## src/rtl/debounce_pkg.sv

```systemverilog
// Shared constants and width helper for the PIO input debouncer.
// Latency: n/a (compile-time only).
// Backpressure: n/a.
package debounce_pkg;

    localparam int CLK_HZ                = 12000000;
    localparam int DEFAULT_DEBOUNCE_MS   = 10;
    localparam int DEFAULT_STABLE_CYCLES = (CLK_HZ / 1000) * DEFAULT_DEBOUNCE_MS;

    // Bits needed to hold values 0..value-1; never less than one bit.
    function automatic int width_for(input int value);
        int w;
        int v;
        w = 0;
        v = value - 1;
        while (v > 0) begin
            w = w + 1;
            v = v >> 1;
        end
        return (w < 1) ? 1 : w;
    endfunction

endpackage

```

## src/rtl/debounce_bit.sv

```systemverilog
// One debounced channel: synchroniser chain, stability counter, level and edge registers.
// Latency: SYNC_STAGES + STABLE_CYCLES edges from a steady raw level to db.
// Backpressure: none; free-running input conditioner.
module debounce_bit
    import debounce_pkg::*;
#(
    parameter int   SYNC_STAGES   = 2,
    parameter int   STABLE_CYCLES = DEFAULT_STABLE_CYCLES,
    parameter logic RESET_BIT     = 1'b0
) (
    input  logic clk_clk,
    input  logic reset_reset_n,
    input  logic raw,
    output logic db,
    output logic rise,
    output logic fall,
    output logic accept
);

    localparam int               CNT_W    = width_for(STABLE_CYCLES + 1);
    localparam logic [CNT_W-1:0] CNT_LAST = CNT_W'(STABLE_CYCLES - 1);

    logic [SYNC_STAGES-1:0] sync_q;
    logic                   sync;
    logic [CNT_W-1:0]       cnt;

    assign sync = sync_q[SYNC_STAGES-1];

    // High on the edge where the new level has survived its full window.
    assign accept = (sync != db) && (cnt == CNT_LAST);

    always_ff @(posedge clk_clk) begin
        if (!reset_reset_n) begin
            sync_q <= {SYNC_STAGES{RESET_BIT}};
        end else begin
            sync_q <= {sync_q[SYNC_STAGES-2:0], raw};
        end
    end

    always_ff @(posedge clk_clk) begin
        if (!reset_reset_n) begin
            cnt  <= '0;
            db   <= RESET_BIT;
            rise <= 1'b0;
            fall <= 1'b0;
        end else begin
            rise <= 1'b0;
            fall <= 1'b0;
            if (sync == db) begin
                cnt <= '0;
            end else if (accept) begin
                cnt  <= '0;
                db   <= sync;
                rise <= sync;
                fall <= ~sync;
            end else begin
                cnt <= cnt + CNT_W'(1);
            end
        end
    end

endmodule

```

## src/rtl/pio_input_debouncer.sv

```systemverilog
// Multi-channel raw-pin conditioner feeding the PIO input port plus edge pulses.
// Latency: SYNC_STAGES + STABLE_CYCLES edges per channel; pulses and changed aligned with db_out.
// Backpressure: none; every channel runs continuously and independently.
module pio_input_debouncer
    import debounce_pkg::*;
#(
    parameter int               WIDTH         = 8,
    parameter int               SYNC_STAGES   = 2,
    parameter int               STABLE_CYCLES = DEFAULT_STABLE_CYCLES,
    parameter logic [WIDTH-1:0] RESET_VALUE   = '0
) (
    input  logic             clk_clk,
    input  logic             reset_reset_n,
    input  logic [WIDTH-1:0] raw_in,
    output logic [WIDTH-1:0] db_out,
    output logic [WIDTH-1:0] rise_pulse,
    output logic [WIDTH-1:0] fall_pulse,
    output logic             changed
);

    logic [WIDTH-1:0] accept_vec;

    for (genvar i = 0; i < WIDTH; i++) begin : g_bit
        debounce_bit #(
            .SYNC_STAGES   (SYNC_STAGES),
            .STABLE_CYCLES (STABLE_CYCLES),
            .RESET_BIT     (RESET_VALUE[i])
        ) u_bit (
            .clk_clk       (clk_clk),
            .reset_reset_n (reset_reset_n),
            .raw           (raw_in[i]),
            .db            (db_out[i]),
            .rise          (rise_pulse[i]),
            .fall          (fall_pulse[i]),
            .accept        (accept_vec[i])
        );
    end

    // Registered from the same next-state strobes that set the pulse flops.
    always_ff @(posedge clk_clk) begin
        if (!reset_reset_n) begin
            changed <= 1'b0;
        end else begin
            changed <= |accept_vec;
        end
    end

endmodule

```

## config.mk

```make
export PLATFORM = sky130hd
export DESIGN_NAME = pio_input_debouncer
export DESIGN_NICKNAME = d
export VERILOG_FILES = /design/src/rtl/debounce_pkg.sv /design/src/rtl/debounce_bit.sv /design/src/rtl/pio_input_debouncer.sv
export SDC_FILE = /design/constraint.sdc
export NUM_CORES = 1
export LEC_CHECK = 0
export BUFFER_PORTS_ARGS = -buffer_cell sky130_fd_sc_hd__buf_2
export CORE_ASPECT_RATIO = 1.5
export CORE_MARGIN = 4
export CORE_UTILIZATION = 61
export DETAILED_ROUTE_END_ITERATION = 12
export GPL_TIMING_DRIVEN = 0
export PLACE_DENSITY_LB_ADDON = 0.05
export SYNTH_ARGS = -nofsm -noshare
export SYNTH_HDL_FRONTEND = slang
export SYNTH_SLANG_ARGS = --single-unit
```

## constraint.sdc

```tcl
create_clock -name clk_clk -period 2.5 [get_ports clk_clk]
set_input_delay 0.125 -clock clk_clk [delete_from_list [all_inputs] [get_ports clk_clk]]
set_output_delay 0.125 -clock clk_clk [all_outputs]
set_load 0.005 [all_outputs]
```

# Word level (Yosys, flattened, before mapping)
# Index checks and enable logic that the tools add are counted.
op_classes:
  reduce_logical: 33
  addsub: 8
  eq_ne: 24
  bitwise_logic: 25
op_table:
  columns: ["cell", "count"]
  rows:
  - ["$add 17x1->17 const B", 8]
  - ["$eq 17x17->1 const B", 8]
  - ["$reduce_or 3->1", 16]
  - ["$not 1->1", 25]
  - ["$reduce_and 2->1", 8]
  - ["$eq 1x1->1", 8]
  - ["$logic_and 1x1->1", 8]
  - ["$ne 1x1->1", 8]
  - ["$reduce_or 8->1", 1]
word_totals:
  out_inout_bits: 25
  elab_cells: 131
  register_bits: 177
  input_bits: 10

# Depth between registers and ports, before layout
depth:
  ltp_word: 4
  depth_mapped: 7
  depth_no_buf: 5

# Cells and area by module
# From an unflattened synthesis, not the netlist that was laid out.
hier_totals:
  hier_cells: 848
  hier_area_um2: 7798.7
by_module_without_submodules:
  columns: ["module", "seq_area_each_um2", "cells_per_inst", "area_each_um2", "instances"]
  rows:
  - ["debounce_bit (g_bit[0].u_bit ...)", 440.4, 106, 970.9, 7]
  - ["debounce_bit (g_bit[7].u_bit)", 440.4, 102, 962.2, 1]
  - ["pio_input_debouncer", 20.0, 4, 40.0, 1]

# Worst setup path after synthesis
# Ideal clock, no wire load.
synth_path:
  kind: "reg-to-reg"
  start: "reg g_bit[0].u_bit.cnt[0]"
  end: "reg g_bit[0].u_bit.cnt[10]"
  synth_period_minus_slack_ps: 1736
  slack_ps: 764
  path_buffers: 2
  t_arrival_ps: 1619
  t_required_ps: 2383
  path_stages_with_launch: 8
  setup_ps: 117
  path_cell_list: "dfxtp_1 ha_1 clkbuf_1 nor4bb_1 and4_1 nand3b_1 buf_2 nor2_1"
synth_via:
  elab_chain_cells: 3
  word_cells_on_any_way: 4
  classes_between: "add/sub (1); eq/ne (1); reduce/logical (2)"
synth_lines:
  columns: ["item", "line_no", "source"]
  rows:
  - ["start, declared", "debounce_bit.sv:25", "logic [CNT_W-1:0] cnt;"]
  - ["start signal, assigned", "debounce_bit.sv:57", "cnt <= cnt + CNT_W'(1);"]
  - ["parallel branches: the longest is 3 deep, another holds $add 17x1->17", null, null]
# Parallel ways; which one is timed is not known.
# A chain may end at the register's enable or synchronous reset.

# Final worst setup path
layout_path:
  start: "reg g_bit[0].u_bit.cnt[0]"
  end: "reg g_bit[0].u_bit.cnt[7]"
# The elaborated chain is that of the path after synthesis.

==> results by group <==
Critical path
  • FF-to-FF path depth: 7
  • WS Path Type: reg2reg
  • Worst r2r src: g_bit[0].u_bit.cnt[0]$_SDFF_PP0_
  • Largest stage delay on the critical path: 0.35 ns
  • CP Capture Type: flip-flop
  • Worst R2R Setup Slack: 0.35 ns
  • Required @ worst endpoint: 2.81 ns
  • Reg2reg end: g_bit[0].u_bit.cnt[7]$_SDFF_PP0_
  • Critical Path Fanout Max: 10
  • CP max stage cell: dfxtp_1
  • WP data arrival: 2.46 ns
  • Crit start category: flip-flop
  • Cells along the critical path: ha_1 -> clkbuf_1 -> nor4bb_1 -> and4_1 -> nand3b_1 -> buf_2 -> nor2_1

Global route
  • Vias in the first global route: 5946
  • First-pass GRT wire length: 26900 um
  • Initial antenna violation count: 0
  • GRT Util Overall: 0.219
  • Global route total overflow: 0
  • Pin count of the biggest net entering global routing: 17

Drt
  • Post-route ant nets: 0
  • Vias post-DR: 6093
  • Drt drc: 0
  • Drt via density: 5.67
  • Detailed Route WL: 15300 um
  • Routed wire length per instance: 14.2 um
  • 1st-iter DRT viols: 208
  • Detailed Routing Iterations Pass 1: 5

Power and ir drop
  • Sw Pwr: 1150 uW
  • Seq pwr share: 0.530
  • Clock power frac: 0.455
  • Leak Pwr: 0.00310 uW
  • PD cells: 611 nW/um^2
  • Pint: 4220 uW
  • Sw frac: 0.214
  • VDD IR max: 0.000381 V
  • Power share of the combinational group: 0.015

Floorplan
  • Chip height: 146 um
  • Initial core utilization: 0.623
  • Core Area: 12500 sq um
  • FP Rows: 50
  • Die width: 100 um
  • Die area: 14700 sq um
  • IO Pins: 35

Clocking
  • Post-CTS repair timing setup buffer count: 0
  • CTS tree: done
  • Clock buffer count from CTS: 17
  • H-tree levels: 4
  • Clock Latency Late Sink: 0.42 ns
  • CTS Root Cell: clkbuf_16
  • Clock tree buffer depth: 2
  • CTS Sinks: 177
  • Clock slew at reported path FFs: 0.06 ns
  • CTS resizes: 0

Synth
  • Cells after Synth: 845
  • Synth Area per Inst: 9.23 sq um
  • Simple-Gate Fraction of Synth Area: 0.308
  • Post-Syn Area: 7800 sq um
  • YS warnings: 0
  • Main combinational cell family by area after synthesis: simple AND/OR/NAND/NOR gates
  • Synth Area in Adders: 0.0128
  • Post-synth EDFFs: 0
  • Synth cell types: 52
  • Flops & latches, synth: 177
  • Synth Net Count: 863
  • Synth Area in Compound Gates: 0.0578
  • Xor/xnor share of the synthesized area: 0.108
  • Post-synth top flop: dfxtp_1
  • Sequential share of the synthesized area: 0.455
  • Multiplexer share of the synthesized area: 0.00770
  • Async SR Flop Fraction: 0

Flow run
  • Max Cap Viol: 0

STA
  • Setup Skew: 0.0139 ns
  • Pins Over Slew Limit: 0
  • Final period util: 0.861
  • Total negative slack: 0 ns
  • Final setup fails: 0
  • RSZ-0062 raised after global routing: false
  • Measured slew at the worst slew-check pin: 0.641 ns
  • Hold Slack: 0.198 ns
  • Tmin final: 2.15 ns
  • Final hold vios: 0
  • Slew HR: 0.569
  • Max Fclk: 465 MHz

Place
  • Placer congestion estimate: 0.857
  • Hpwl dp: 10900 um
  • Port Buffers: 33

Cells and area
  • Layout cells sized above 1: 0.132
  • Number of diodes: 0
  • Area Growth Syn to Fin: 12.7%
  • # nets final: 923

Hold path
  • Hold path startpoint: reset_reset_n
  • Hold Path Sink: g_bit[1].u_bit.cnt[13]$_SDFF_PP0_
  • Hold WC Path Type: in2reg
  • Worst hold stages: 3

Status
  • Status: finished, final reports clean
[layout make-up]
type | count | area [sq um]
Fill cell | 990 | 3720
Timing Repair Buffer | 41 | 245
Inverter | 23 | 86.3
Clock inverter | 11 | 80.1
Buffer | 48 | 312
Tap cell | 156 | 195
Clock buffer | 21 | 470
Multi-Input combinational cell | 597 | 3850
Sequential cell | 177 | 3540
[kinds of logic (layout without fill, tap and decap cells)]
| family | count (synthesis) | count (layout) |
|---|---|---|
| and+or+nand+nor | 412 | 412 |
| DFF | 177 | 177 |
| xor gates and xnor gates | 96 | 96 |
| AOI/OAI and AO/OA | 75 | 75 |
| buffers and inverters | 71 | 144 |
| adders and majority gates | 8 | 8 |
| muxes | 6 | 6 |
[routing by layer]
layer | track usage | vias to the layer above | wire length [um]
met1 | 0.269 | 2850 | 6550
met4 | 0.0701 | 0 | 268
met2 | 0.374 | 133 | 7820
met5 | 0 | - | 0
met3 | 0.0526 | 25 | 614
li1 | - | 3085 | -
[stage by stage]
step                      total power (uW)  cell area, sq um  utilization  worst slack (ns)  std cells
after global routing                  5570              8790        0.702             0.179       1074
after CTS                             5420              8790        0.702             0.360       1074
after detailed placement              2980              8160        0.652             0.390       1034
after global placement                2980              8160        0.652             0.435       1034
after floorplan                       2950              7800            -             0.764        845
final                                 5370              8790        0.702             0.348       1074
[synthesized netlist by cell type (all sizes together), types with 4 or more instances]
| cell | number | share of area |
|---|---|---|
| xnor2 | 30 | 0.034 |
| nor4b | 4 | 0.0045 |
| and4 | 17 | 0.019 |
| nand4b | 7 | 0.0079 |
| or3 | 23 | 0.018 |
| ha | 8 | 0.013 |
| or4b | 4 | 0.0066 |
| nand3b | 6 | 0.0099 |
| nor2 | 119 | 0.057 |
| a21oi | 33 | 0.021 |
| inv | 22 | 0.011 |
| nor4bb | 6 | 0.0077 |
| nor3 | 8 | 0.0051 |
| nor4 | 13 | 0.017 |
| and3 | 16 | 0.013 |
| or4 | 12 | 0.012 |
| nand2 | 47 | 0.023 |
| o21ai | 21 | 0.013 |
| nand3 | 39 | 0.025 |
| nand4 | 47 | 0.040 |
| xor2 | 66 | 0.074 |
| dfxtp | 177 | 0.45 |
| o31ai | 11 | 0.011 |
| buf | 37 | 0.035 |
| clkbuf | 11 | 0.0053 |
| and2 | 23 | 0.018 |
| mux2i | 6 | 0.0077 |
| and4b | 9 | 0.012 |
| nor3b | 8 | 0.0077 |
[repair_timing]
action                     in CTS  in global routing
hold buffers                    8                  0
setup endpoints to repair       0                  0
hold endpoints to repair        8                  0
[how the worst max path moves through the flow]
stage | startpoint | end | slack [ns] | cells after the start
global placement | g_bit[0].u_bit.cnt[0]$_SDFF_PP0_ | g_bit[0].u_bit.cnt[8]$_SDFF_PP0_ | 0.43 | 7
floorplan | g_bit[0].u_bit.cnt[0]$_SDFF_PP0_ | g_bit[0].u_bit.cnt[10]$_SDFF_PP0_ | 0.76 | 7
global route | g_bit[0].u_bit.cnt[0]$_SDFF_PP0_ | g_bit[0].u_bit.cnt[11]$_SDFF_PP0_ | 0.18 | 7
finish | g_bit[0].u_bit.cnt[0]$_SDFF_PP0_ | g_bit[0].u_bit.cnt[7]$_SDFF_PP0_ | 0.35 | 7
CTS | g_bit[0].u_bit.cnt[0]$_SDFF_PP0_ | g_bit[0].u_bit.cnt[7]$_SDFF_PP0_ | 0.36 | 7
detailed placement | g_bit[0].u_bit.cnt[0]$_SDFF_PP0_ | g_bit[0].u_bit.cnt[7]$_SDFF_PP0_ | 0.39 | 7
[power groups by stage]
stage	Sequential (uW)	Combinational (uW)	Clock, uW
4_1_cts	2850	79.3	2500
2_1_floorplan	2910	46.4	0
3_5_place_dp	2910	69.5	0
5_1_grt	2850	88.7	2640
6_report	2850	78.2	2450
3_3_place_gp	2910	68.4	0
[registers in the layout, summed over array words and instances, names as in the netlist]
name	count
g_bit.u_bit.db	8
g_bit.u_bit.fall	8
g_bit.u_bit.sync_q	16
changed	1
g_bit.u_bit.rise	8
g_bit.u_bit.cnt	136
[worst max-delay path: cells and delay by family, from the launching register on]
| family | cells | cell delay, ns |
|---|---|---|
| buf+inv | 2 | 0.63 |
| fa+ha+maj | 1 | 0.15 |
| simple gates | 4 | 0.90 |
| flops | 1 | 0.35 |
[placed cells by master, fill, tap and decap left out, types with 22 or more instances in the layout]
cell type	synthesis	routed
xnor2_1	30	30
nand4_1	45	45
xor2_1	66	66
and2_1	23	23
a21oi_1	33	33
or3_1	23	23
inv_1	22	22
nand2_1	47	47
nor2_1	119	119
buf_4	24	24
nand3_1	39	39
dfxtp_1	177	177
buf_2	9	42
(Power assumes the default switching activity.)
